### src/rtl/ptn_pkg.sv
// Shared definitions for the pattern sequencing slice.
// Holds the controller FSM encoding, default pattern-count/select-width
// values and the pattern index constants used by the pattern generator.
package ptn_pkg;

  typedef enum logic [1:0] {
    S_SYNC = 2'd0,
    S_RUN  = 2'd1,
    S_PEND = 2'd2
  } ptn_state_t;

  localparam int unsigned PTN_NUM_DEF   = 4;
  localparam int unsigned PTN_SEL_W_DEF = 2;

  localparam int unsigned PTN_GRAY_BAR  = 0;
  localparam int unsigned PTN_COLOR_BAR = 1;
  localparam int unsigned PTN_CHECKER   = 2;
  localparam int unsigned PTN_RAMP      = 3;

  // Sequence order: last pattern wraps back to the first.
  function automatic int unsigned ptn_next_idx(int unsigned sel, int unsigned num);
    return (sel == num - 32'd1) ? 32'd0 : sel + 32'd1;
  endfunction

endpackage

### src/rtl/btn_debounce.sv
// Button debouncer.
// A level change on i_btn is accepted only after it has been seen on
// DEB_CYCLES consecutive clocks.
// Ports:
//   i_clk    - clock
//   i_rst    - synchronous active-high reset
//   i_btn    - raw (bouncy) button level
//   o_stable - debounced button level
//   o_rise   - one-cycle pulse, high in the first cycle o_stable reads 1
module btn_debounce #(
  parameter int unsigned DEB_CYCLES = 1000000,
  parameter int unsigned DEB_W      = 20
) (
  input  logic i_clk,
  input  logic i_rst,
  input  logic i_btn,
  output logic o_stable,
  output logic o_rise
);

  localparam logic [DEB_W-1:0] CNT_LAST = DEB_W'(DEB_CYCLES - 1);

  logic [DEB_W-1:0] cnt_q;

  always_ff @(posedge i_clk) begin
    if (i_rst) begin
      cnt_q    <= '0;
      o_stable <= 1'b0;
      o_rise   <= 1'b0;
    end else begin
      o_rise <= 1'b0;
      if (i_btn != o_stable) begin
        if (cnt_q == CNT_LAST) begin
          o_stable <= i_btn;
          cnt_q    <= '0;
          // flipping to i_btn, so this pulses only on a 0->1 acceptance
          o_rise   <= i_btn;
        end else begin
          cnt_q <= cnt_q + 1'b1;
        end
      end else begin
        cnt_q <= '0;
      end
    end
  end

endmodule

### src/rtl/ptn_seq_ctrl.sv
// Frame-synchronous pattern sequence controller.
// Advances the pattern index on a debounced manual request or after
// FRAME_DWELL frames in auto mode; every change is committed only on a
// frame start (VSync rising edge).
// Ports:
//   i_clk       - pixel clock
//   i_rst       - synchronous active-high reset
//   i_vsync     - VSync from the sync generator, active-high
//   i_btn_next  - raw "next pattern" button, active-high
//   i_auto_en   - 1 enables auto-advance
//   i_hold      - 1 freezes the dwell counter and auto-advance
//   o_ptn_sel   - current pattern index
//   o_ptn_type  - o_ptn_sel[0]
//   o_update    - one-cycle pulse in the cycle o_ptn_sel takes a new value
//   o_pending   - manual change waiting for the next frame start
//   o_frame_cnt - frame-start counter, wraps
module ptn_seq_ctrl
  import ptn_pkg::*;
#(
  parameter int unsigned NUM_PTN     = PTN_NUM_DEF,
  parameter int unsigned SEL_W       = PTN_SEL_W_DEF,
  parameter int unsigned FRAME_DWELL = 60,
  parameter int unsigned DWELL_W     = 8,
  parameter int unsigned DEB_CYCLES  = 1000000,
  parameter int unsigned DEB_W       = 20,
  parameter int unsigned FCNT_W      = 16
) (
  input  logic              i_clk,
  input  logic              i_rst,
  input  logic              i_vsync,
  input  logic              i_btn_next,
  input  logic              i_auto_en,
  input  logic              i_hold,
  output logic [SEL_W-1:0]  o_ptn_sel,
  output logic              o_ptn_type,
  output logic              o_update,
  output logic              o_pending,
  output logic [FCNT_W-1:0] o_frame_cnt
);

  localparam logic [DWELL_W-1:0] DWELL_LAST = DWELL_W'(FRAME_DWELL - 1);

  ptn_state_t         state_q, state_d;
  logic               vs_q;
  logic               fs;
  logic               btn_stable;
  logic               btn_rise;
  logic               mreq;
  logic               adv;
  logic [DWELL_W-1:0] dwell_q, dwell_d;
  logic [SEL_W-1:0]   sel_next;

  btn_debounce #(
    .DEB_CYCLES (DEB_CYCLES),
    .DEB_W      (DEB_W)
  ) u_btn_debounce (
    .i_clk    (i_clk),
    .i_rst    (i_rst),
    .i_btn    (i_btn_next),
    .o_stable (btn_stable),
    .o_rise   (btn_rise)
  );

  // The rise pulse only ever coincides with an accepted high level.
  assign mreq = btn_rise & btn_stable;

  assign fs       = i_vsync & ~vs_q;
  assign sel_next = SEL_W'(ptn_next_idx(32'(o_ptn_sel), NUM_PTN));

  // State register and committed datapath
  always_ff @(posedge i_clk) begin
    if (i_rst) begin
      state_q     <= S_SYNC;
      vs_q        <= 1'b0;
      o_frame_cnt <= '0;
      o_ptn_sel   <= '0;
      o_update    <= 1'b0;
      dwell_q     <= '0;
    end else begin
      state_q  <= state_d;
      vs_q     <= i_vsync;
      dwell_q  <= dwell_d;
      o_update <= adv;
      if (fs) begin
        o_frame_cnt <= o_frame_cnt + 1'b1;
      end
      if (adv) begin
        o_ptn_sel <= sel_next;
      end
    end
  end

  // Next-state logic
  always_comb begin
    state_d = state_q;
    unique case (state_q)
      S_SYNC:  if (fs)   state_d = S_RUN;
      S_RUN:   if (mreq) state_d = S_PEND;
      S_PEND:  if (fs)   state_d = S_RUN;
      default: state_d = S_SYNC;
    endcase
  end

  // Advance decision and dwell update. A request seen in S_RUN wins over
  // the auto terminal in the same cycle; the pending advance then clears
  // dwell, so auto and manual never both step the index.
  always_comb begin
    adv     = 1'b0;
    dwell_d = dwell_q;
    unique case (state_q)
      S_RUN: begin
        if (!mreq && fs && i_auto_en && !i_hold) begin
          if (dwell_q == DWELL_LAST) begin
            adv     = 1'b1;
            dwell_d = '0;
          end else begin
            dwell_d = dwell_q + 1'b1;
          end
        end
      end
      S_PEND: begin
        if (fs) begin
          adv     = 1'b1;
          dwell_d = '0;
        end
      end
      default: ;
    endcase
  end

  assign o_pending  = (state_q == S_PEND);
  assign o_ptn_type = o_ptn_sel[0];

endmodule

### config.mk
export PLATFORM = sky130hd
export DESIGN_NAME = ptn_seq_ctrl
export DESIGN_NICKNAME = d
export VERILOG_FILES = /design/src/rtl/ptn_pkg.sv /design/src/rtl/btn_debounce.sv /design/src/rtl/ptn_seq_ctrl.sv
export SDC_FILE = /design/constraint.sdc
export NUM_CORES = 1
export LEC_CHECK = 0
export CAP_MARGIN = 10
export CELL_PAD_IN_SITES_DETAIL_PLACEMENT = 0
export CELL_PAD_IN_SITES_GLOBAL_PLACEMENT = 2
export CORE_AREA = 2 2 112 71
export DETAILED_ROUTE_END_ITERATION = 16
export DIE_AREA = 0 0 114 73
export GPL_TIMING_DRIVEN = 0
export PLACE_DENSITY = 0.82
export REMOVE_ABC_BUFFERS = 1
export SETUP_SLACK_MARGIN = 0.1
export SLEW_MARGIN = 10
export SYNTH_ARGS = -nofsm -noshare
export SYNTH_HDL_FRONTEND = slang
export SYNTH_SLANG_ARGS = --single-unit
### constraint.sdc
create_clock -name i_clk -period 2.15 [get_ports i_clk]
set_clock_uncertainty 0.05 [all_clocks]
set_input_delay 0.5375 -clock i_clk [delete_from_list [all_inputs] [get_ports i_clk]]
set_output_delay 0.5375 -clock i_clk [all_outputs]
set_load 0.01 [all_outputs]
## After elaboration in Yosys (flattened, before gate mapping)

Index checks and enable logic that the tools add are counted.

- $add $sub $neg: 4
- Equality and inequality tests: 10
- Muxes and demuxes: 12
- Bitwise gates (word level): 5
- Reductions and logical operators: 13

Operators by type and width:

| kind | number |
|---|---|
| $mux 8 | 3 |
| $add 20x1->20 const B | 1 |
| $eq 20x20->1 const B | 1 |
| $add 16x1->16 const B | 1 |
| $pmux 8 s2 | 1 |
| $add 8x1->8 const B | 1 |
| $eq 8x6->1 const B | 1 |
| $mux 2 | 3 |
| $reduce_or 3->1 | 2 |
| $eq 2x2->1 const B | 2 |
| $ne 2x1->1 const B | 2 |
| $ne 2x2->1 const B | 2 |
| $pmux 2 s2 | 1 |
| $reduce_and 2->1 | 2 |
| $logic_and 1x1->1 | 3 |
| $mux 1 | 3 |
| $not 1->1 | 3 |
| $reduce_and 3->1 | 1 |
| $add 2x1->2 const B | 1 |
| $and 1x1->1 | 2 |
| $eq 2x1->1 const B | 1 |
| $logic_not 1->1 | 2 |
| $logic_not 2->1 | 1 |
| $pmux 1 s2 | 1 |
| other kinds (3) | 3 |

- Flip-flop bits (word level): 52
- Logic and storage cells: 53

## Longest topological paths before layout

Gate-level depths: netlist (run 1).

- Word-level depth: 7
- Mapped depth: 7
- Mapped depth without buffers: 7

## By module

From an unflattened synthesis (run 1), not the netlist that was laid out.

- Cell total of the unflattened synthesis: 284
- Area total of the unflattened synthesis: 2514.9 um^2

Modules (own cells, without submodules):

| module | instances | cells each | area each (um^2) | sequential area each (um^2) |
|---|---|---|---|---|
| ptn_seq_ctrl | 1 | 168 | 1505.2 | 600.6 |
| btn_debounce | 1 | 116 | 1009.7 | 440.4 |

## Worst setup path after synthesis (run 1)

Ideal clock, no wire load.

- Path type: input port to flip-flop
- From: input port i_vsync
- To: register o_frame_cnt[13]
- Library setup time: 128 ps
- Data arrival time: 1519 ps
- Path slack: 453 ps
- Stages: 6
- Cells stage by stage: nor2b_1 buf_4 nand4_2 nor4_1 xnor2_1 nor2_1

- Longest elaborated chain between the ends: 1

RTL lines:

| item | RTL line | RTL |
|---|---|---|
| start: declaration | ptn_seq_ctrl.sv:30 | `input logic i_vsync,` |
| $and 1x1->1 | ptn_seq_ctrl.sv:67 | `assign fs = i_vsync & ~vs_q;` |
| end signal: assignment | ptn_seq_ctrl.sv:85 | `o_frame_cnt <= o_frame_cnt + 1'b1;` |
| end: declaration | ptn_seq_ctrl.sv:38 | `output logic [FCNT_W-1:0] o_frame_cnt` |

Every way passes these cells.
A chain may end at the register's enable or synchronous reset.

## Final worst setup path (run 1)

- From: input port i_vsync
- To: register dwell_q[6]

- Longest elaborated chain between the ends: 6
- Elaborated cells between the ends (all ways): 7
- Classes of those cells: 2 x eq/ne; 1 x bitwise; 4 x reduce/logical

RTL lines:

| item | RTL line | RTL |
|---|---|---|
| $and 1x1->1 * | ptn_seq_ctrl.sv:67 |  |
| $logic_and 1x1->1 (3 in a row) | ptn_seq_ctrl.sv:112 | `if (!mreq && fs && i_auto_en && !i_hold) begin` |
| $ne 2x2->1 (no line) | -- |  |
| $reduce_and 3->1 (no line) * | -- |  |
| end signal: assignment | ptn_seq_ctrl.sv:82 | `dwell_q <= dwell_d;` |
| end: declaration | ptn_seq_ctrl.sv:50 | `logic [DWELL_W-1:0] dwell_q, dwell_d;` |

Mark *: on every way between the ends. The rest lies on a longest branch, timed or not.

==> load_flow_metrics.sql, run 1 <==
INSERT INTO impl_metrics (metric_group, metric, value, unit) VALUES
('logic_synthesis', 'ys_seq_elements', '52', ''),
('drt', 'route.detailed.drc', '0', ''),
('placement', 'dp_hpwl', '3440', 'microns'),
('logic_synthesis', 'async_set_or_reset_register_ratio_after_synthesis', '0', '%'),
('logic_synthesis', 'synth.largest_area_cell', 'sky130_fd_sc_hd__dfxtp_1', ''),
('timing', 'final.min_clock_period', '2.00', 'ns'),
('clock_tree', 'tritoncts.num_buffers', '5', ''),
('logic_synthesis', 'synth-edff-count', '0', ''),
('job', 'timing.max_cap.violations', '0', ''),
('logic_synthesis', 'synth_flop_type', 'sky130_fd_sc_hd__dfxtp_1', ''),
('timing', 'grt_setup_unrepaired', 'yes', ''),
('power_and_ir_drop', 'pwr_density_cell', '709', 'nW/um^2'),
('placement', 'postPlaceCellArea', '2740', 'sq um'),
('clock_tree', 'worst_setup_hold_path_clk_slew', '0.06', 'ns'),
('drt', 'number_of_antenna_violating_nets_in_the_routed_design', '0', ''),
('global_routing', 'grt_pass1_wl', '8580', 'microns'),
('timing', 'timing.slew.headroom', '57.8', '%'),
('power_and_ir_drop', 'max_vdd_drop', '281', 'uV'),
('setup_path', 'startpoint_kind_of_the_worst_setup_timing_path', 'input port', ''),
('logic_synthesis', 'ys_top_cells_by_count', '52 x sky130_fd_sc_hd__dfxtp_1, 48 x sky130_fd_sc_hd__nor2_1, 24 x sky130_fd_sc_hd__nand2_1, 18 x sky130_fd_sc_hd__xor2_1, 16 x sky130_fd_sc_hd__a21oi_1', ''),
('clock_tree', 'tritoncts_num_sinks', '52', ''),
('status', 'status', 'finished clean', ''),
('final_layout', 'layout.cell_area.non_filler', '2970', 'sq um'),
('drt', 'via_count', '1920', ''),
('floorplanning', 'core_area', '7440', 'sq um'),
('drt', 'drt_iter0_markers', '81', ''),
('floorplanning', 'floorplan.rows', '25', ''),
('timing', 'report.final.slew_viol_count', '0', ''),
('drt', 'detail_route.wirelength', '4930', 'microns'),
('global_routing', 'overflow', '0', ''),
('floorplanning', 'io-pin-count', '27', ''),
('setup_path', 'worstSetupPathType', 'input port to register', ''),
('final_layout', 'synthToLayoutAreaGrowth', '23.0', '%'),
('clock_tree', 'clock_tree_root_buffer_cell', 'sky130_fd_sc_hd__clkbuf_16', ''),
('clock_tree', 'clock_latency', '0.29', 'ns'),
('floorplanning', 'die_w', '114', 'microns'),
('setup_path', 'worstPathRequired', '2.32', 'ns'),
('clock_tree', 'hold_buffers', '0', ''),
('clock_tree', 'cts_htree_levels', '2', ''),
('clock_tree', 'tritoncts', 'done', ''),
('setup_path', 'critPathCaptureType', 'register', ''),
('setup_path', 'cp_arrival', '2.17', 'ns'),
('global_routing', 'antenna_found_initial', '0', ''),
('timing', 'hold_viol', '0', ''),
('logic_synthesis', 'synthMostInstantiatedCell', 'sky130_fd_sc_hd__dfxtp_1', ''),
('floorplanning', 'design.die.area', '8320', 'sq um'),
('final_layout', 'n_antenna_cell', '0', ''),
('logic_synthesis', 'post_synth_main_area_contributors', 'sky130_fd_sc_hd__dfxtp_1 43%, sky130_fd_sc_hd__nor2_1 7.5%, sky130_fd_sc_hd__xor2_1 6.5%', ''),
('logic_synthesis', 'synth.cell_area', '2410', 'sq um'),
('logic_synthesis', 'synth_top_area_share', '43.1', '%'),
('floorplanning', 'die_y_extent', '73', 'microns'),
('logic_synthesis', 'syn-mean-instance-area', '8.65', 'sq um'),
('setup_path', 'path_max_fanout', '8', ''),
('timing', 'worstMarginPinSlew', '0.634', 'ns'),
('placement', 'gp_congestion', '0.752', ''),
('logic_synthesis', 'yosysSeqAreaShare', '43.1', '%'),
('global_routing', 'maximum_number_of_pins_on_one_net_before_global_route_repair', '34', ''),
('clock_tree', 'cts.path.max_buffers', '2', ''),
('final_layout', 'share_of_cells_above_drive_strength_1', '8.47', '%'),
('global_routing', 'first_global_vias', '1790', ''),
('power_and_ir_drop', 'p_leak', '1.07', 'nW'),
('drt', 'route.detailed.wl_per_inst', '12.3', 'microns'),
('timing', 'post-route-period-util', '93.1', '%'),
('final_layout', 'finalNetCount', '320', ''),
('drt', 'viasPerCell', '4.79', ''),
('logic_synthesis', 'count_of_different_cell_masters_after_synthesis', '41', ''),
('timing', 'final.hold.worst_slack', '0.435', 'ns'),
('logic_synthesis', 'netlist_instances', '279', ''),
('floorplanning', 'floorplan.initialDensity', '32.4', '%'),
('global_routing', 'global_route.usage.total', '13.2', '%'),
('hold_path', 'hold_path_class', 'register to register', ''),
('timing', 'timing.fmax', '0.500', 'GHz'),
('logic_synthesis', 'ys_warn_count', '0', ''),
('placement', 'port_buffers', '26', ''),
('timing', 'setup-violations-final', '0', ''),
('drt', 'first_pass_iters', '4', '');
cell families after synthesis:
logic type	synth area share [%]
and+or+nand+nor	29.8
DFF	43.1
AOI/OAI and AO/OA	8.14
xor gates and xnor gates	11.2
buffers and inverters	3.27
adders and majority gates	3.63
muxes	0.829
worst paths after layout:
| kind | start | end | slack, ns | cells after the start |
|---|---|---|---|---|
| setup / recovery | i_vsync | dwell_q[6]$_SDFFE_PP0P_ | 0.15 | 5 |
| hold / removal | dwell_q[1]$_SDFFE_PP0P_ | dwell_q[1]$_SDFFE_PP0P_ | 0.43 | 2 |
| setup reg to reg | state_q[0]$_SDFFE_PP0P_ | dwell_q[2]$_SDFFE_PP0P_ | 0.28 | 7 |
| hold reg to reg | dwell_q[1]$_SDFFE_PP0P_ | dwell_q[1]$_SDFFE_PP0P_ | 0.43 | 2 |
state kept, by name, summed over array words and instances, names as in the netlist:
name / cells
dwell_q: 8
o_frame_cnt: 16
o_ptn_sel: 2
o_update: 1
state_q: 2
u_btn_debounce.cnt_q: 20
u_btn_debounce.o_rise: 1
u_btn_debounce.o_stable: 1
vs_q: 1
layout by cell type, fill, tap and decap left out, drive strengths merged, types with 5 or more instances in the layout:
master	netlist	routed
a21oi	16	16
nor4	5	5
clkbuf	4	7
clkdlybuf4s50	0	24
and3	10	10
nor3	8	8
nand3	14	14
dfxtp	52	52
nand4	7	7
inv	7	7
ha	7	7
nor2	48	48
xor2	18	18
o21ai	12	12
nand2	24	24
xnor2	13	13
cell type report:
type                    instances  area, sq um
inverters                       7         26.3
multi-input cells             212         1350
clock buffers                   7          153
repair buffers                 29          277
flip-flops and latches         52         1040
well taps                      94          118
fillers                       769         4480
power by group:
part / internal (W) / switching (W) / total [W]
sequential: 0.000987 / 0.0000250 / 0.00101
clock: 0.000489 / 0.000341 / 0.000830
combinational: 0.000105 / 0.000156 / 0.000261
layer usage:
layer	GRT usage, %	vias up	wire length (microns)
li1	-	1012	-
met1	19.9	877	2880
met2	16.7	23	1780
met3	3.90	8	179
met4	6.10	0	91
met5	0	-	0
critical path: stages:
cell and delay, ns:
sky130_fd_sc_hd__clkdlybuf4s50_1 0.50, sky130_fd_sc_hd__nor2b_4 0.28, sky130_fd_sc_hd__a41oi_1 0.21, sky130_fd_sc_hd__or4_1 0.50, sky130_fd_sc_hd__a21oi_1 0.14
metrics by stage:
stage	worst slack, ns	total power (W)	utilization, %	TNS (ns)	cells
2_1_floorplan	0.222	0.00119	-	0	271
3_3_place_gp	-0.745	0.00128	36.8	-24.19	391
3_5_place_dp	-0.756	0.00128	36.8	-24.48	391
4_1_cts	0.0802	0.00212	39.4	0	399
5_1_grt	0.0753	0.00222	39.9	0	401
6_report	0.149	0.00210	39.9	0	401
repair_timing:
item,CTS,global route
cloned,0,0
resized for setup,8,6
setup endpoints to repair,45,15
hold endpoints to repair,0,0
buffers inserted,1,2
No activity file was read; power rests on OpenSTA's default activity.
==> run 2, diff against run 1 <==
--- a/config.mk
+++ b/config.mk
@@ -15,6 +15,7 @@
 export PLACE_DENSITY = 0.82
 export REMOVE_ABC_BUFFERS = 1
 export SETUP_SLACK_MARGIN = 0.1
+export SKIP_LAST_GASP = 1
 export SLEW_MARGIN = 10
 export SYNTH_ARGS = -nofsm -noshare
 export SYNTH_HDL_FRONTEND = slang
==> results of run 2 <==
Final layout, timing and power as in run 1 (identical DEF).
==> run 3, diff against run 2 <==
--- a/config.mk
+++ b/config.mk
@@ -11,7 +11,7 @@
 export CORE_AREA = 2 2 112 71
 export DETAILED_ROUTE_END_ITERATION = 16
 export DIE_AREA = 0 0 114 73
-export GPL_TIMING_DRIVEN = 0
+export GPL_TIMING_DRIVEN = 1
 export PLACE_DENSITY = 0.82
 export REMOVE_ABC_BUFFERS = 1
 export SETUP_SLACK_MARGIN = 0.1
==> load_flow_metrics.sql, run 3 (same netlist as run 1, synthesis figures left out) <==
INSERT INTO impl_metrics (metric_group, metric, value, unit) VALUES
('global_routing', 'antenna_found_initial', '0', ''),
('placement', 'gp_congestion', '0.808', ''),
('clock_tree', 'tritoncts.num_buffers', '5', ''),
('timing', 'grt_setup_unrepaired', 'yes', ''),
('final_layout', 'register_ranked_first_by_flip_flop_count', 'u_btn_debounce.cnt_q', ''),
('setup_path', 'cp_arrival', '1.42', 'ns'),
('final_layout', 'layout_commonest_cell', 'sky130_fd_sc_hd__dfxtp_1', ''),
('timing', 'hold_viol', '0', ''),
('floorplanning', 'die_w', '114', 'microns'),
('final_layout', 'largestRegisters', 'u_btn_debounce.cnt_q x20, o_frame_cnt x16, dwell_q x8', ''),
('final_layout', 'number_of_flip_flops_in_the_largest_register', '20', ''),
('drt', 'viasPerCell', '4.75', ''),
('drt', 'route.detailed.drc', '0', ''),
('drt', 'via_count', '1949', ''),
('timing', 'final.min_clock_period', '2.00', 'ns'),
('timing', 'worstMarginPinSlew', '0.539', 'ns'),
('setup_path', 'path_max_fanout', '3', ''),
('final_layout', 'layout.cells.non_filler', '410', ''),
('final_layout', 'final_util', '40.3', '%'),
('setup_path', 'critical_path.max_stage_delay', '0.54', 'ns'),
('setup_path', 'crit_path_top_delay_cell', 'sky130_fd_sc_hd__clkdlybuf4s50_1', ''),
('clock_tree', 'clock_tree_root_buffer_cell', 'sky130_fd_sc_hd__clkbuf_16', ''),
('global_routing', 'maximum_number_of_pins_on_one_net_before_global_route_repair', '33', ''),
('global_routing', 'grt_pass1_wl', '8760', 'microns'),
('placement', 'port_buffers', '26', ''),
('clock_tree', 'tritoncts', 'done', ''),
('hold_path', 'worstHoldPathCells', '2', ''),
('status', 'status', 'finished clean', ''),
('timing', 'timing.slew.headroom', '63.8', '%'),
('placement', 'dp_hpwl', '3700', 'microns'),
('setup_path', 'worstPathRequired', '1.56', 'ns'),
('final_layout', 'mostFrequentLayoutCells', '51 x sky130_fd_sc_hd__dfxtp_1, 47 x sky130_fd_sc_hd__nor2_1, 26 x sky130_fd_sc_hd__clkdlybuf4s50_1', ''),
('power_and_ir_drop', 'total_switching_power', '0.000557', 'W'),
('job', 'timing.max_cap.violations', '0', ''),
('global_routing', 'global_route.usage.total', '13.4', '%'),
('drt', 'detail_route.wirelength', '5070', 'microns'),
('placement', 'dpl.cell_count', '402', ''),
('setup_path', 'worstSetupPathType', 'register to output pin', ''),
('floorplanning', 'die_y_extent', '73', 'microns'),
('drt', 'first_pass_iters', '4', ''),
('floorplanning', 'design.die.area', '8320', 'sq um'),
('final_layout', 'share_of_cells_above_drive_strength_1', '9.81', '%'),
('drt', 'number_of_antenna_violating_nets_in_the_routed_design', '0', ''),
('clock_tree', 'cts_htree_levels', '2', ''),
('power_and_ir_drop', 'internal', '0.00158', 'W'),
('hold_path', 'hold_path_class', 'register to register', ''),
('final_layout', 'synthToLayoutAreaGrowth', '24.3', '%'),
('power_and_ir_drop', 'power.total', '0.00214', 'W'),
('setup_path', 'critPathCaptureType', 'output pin', ''),
('final_layout', 'finalNetCount', '328', ''),
('floorplanning', 'core_area', '7440', 'sq um'),
('power_and_ir_drop', 'clock_power_share', '39.4', '%'),
('power_and_ir_drop', 'sw_frac_of_total', '26.0', '%'),
('clock_tree', 'clock_latency', '0.30', 'ns'),
('timing', 'setup_ws', '0.147', 'ns'),
('setup_path', 'rr_worst_depth', '6', ''),
('clock_tree', 'worst_setup_hold_path_clk_slew', '0.07', 'ns'),
('drt', 'drt_iter0_markers', '97', ''),
('power_and_ir_drop', 'p_leak', '1.08', 'nW'),
('floorplanning', 'floorplan.initialDensity', '32.4', '%'),
('timing', 'timing.fmax', '0.499', 'GHz'),
('clock_tree', 'cts.path.max_buffers', '2', ''),
('setup_path', 'critical_path.cell_chain', 'inv_1 -> ha_1 -> clkdlybuf4s50_1', ''),
('placement', 'dp_slack', '-0.0992', 'ns'),
('setup_path', 'startpoint_kind_of_the_worst_setup_timing_path', 'register', ''),
('floorplanning', 'io-pin-count', '27', ''),
('timing', 'post-route-period-util', '93.1', '%'),
('power_and_ir_drop', 'power.share.sequential', '47.1', '%'),
('floorplanning', 'floorplan.rows', '25', ''),
('clock_tree', 'tritoncts_num_sinks', '52', ''),
('global_routing', 'overflow', '0', ''),
('clock_tree', 'hold_buffers', '0', ''),
('final_layout', 'n_antenna_cell', '0', ''),
('timing', 'setup-violations-final', '0', ''),
('global_routing', 'first_global_vias', '1828', ''),
('power_and_ir_drop', 'power_frac_comb', '13.5', '%'),
('power_and_ir_drop', 'max_vdd_drop', '280', 'uV'),
('timing', 'report.final.slew_viol_count', '0', ''),
('power_and_ir_drop', 'pwr_density_cell', '713', 'nW/um^2'),
('drt', 'route.detailed.wl_per_inst', '12.4', 'microns');
-- run 3: through the flow --
step                      hold slack (ns)  setup TNS, ns  area [sq um]
after floorplan                     0.388              0          2360
after global placement              0.407         -0.706          2830
after detailed placement            0.421          -1.00          2830
after CTS                           0.431              0          2990
after global routing                0.454              0          3000
final                               0.431              0          3000
-- run 3: cell type report --
type,instances,area [sq um]
timing repair buffer,37,355
sequential,52,1040
clock buffer,6,139
inverter,7,26.3
tap,94,118
clock inverter,2,15.0
multi-input combinational,212,1300
fill,749,4450
-- run 3: power by group through the flow --
| stage | sequential, W | clock [W] | combinational [W] |
|---|---|---|---|
| 2_1_floorplan | 0.00103 | 0 | 0.000159 |
| 5_1_grt | 0.00101 | 0.000905 | 0.000328 |
| 3_5_place_dp | 0.00103 | 0 | 0.000285 |
| 3_3_place_gp | 0.00103 | 0 | 0.000288 |
| 4_1_cts | 0.00101 | 0.000861 | 0.000288 |
| 6_report | 0.00101 | 0.000843 | 0.000288 |
-- run 3: metal layers --
metal,GRT usage [%],vias to the layer above,wire length [microns]
met5,0,-,0
met4,4.47,0,69
met3,3.99,8,266
met2,17.4,40,1770
met1,20.5,873,2960
li1,-,1028,-
-- run 3: path summary, 6_finish.rpt --
check | start | end | slack [ns]
max reg2reg | u_btn_debounce.cnt_q[0]$_SDFF_PP0_ | u_btn_debounce.cnt_q[18]$_SDFF_PP0_ | 0.31
max | state_q[0]$_SDFFE_PP0P_ | o_pending | 0.15
min reg2reg | dwell_q[1]$_SDFFE_PP0P_ | dwell_q[1]$_SDFFE_PP0P_ | 0.43
min | dwell_q[1]$_SDFFE_PP0P_ | dwell_q[1]$_SDFFE_PP0P_ | 0.43
-- run 3: worst max-delay path, delay by kind of cell, from the launching register on --
family / cells / cell delay, ns
adders and majority gates: 1 / 0.17
DFF: 1 / 0.33
buffers and inverters: 2 / 0.62
-- run 3: what timing repair did --
item	CTS	global route
resized for setup	0	4
setup buffers	0	0
setup endpoints to repair	0	6
hold endpoints to repair	0	0
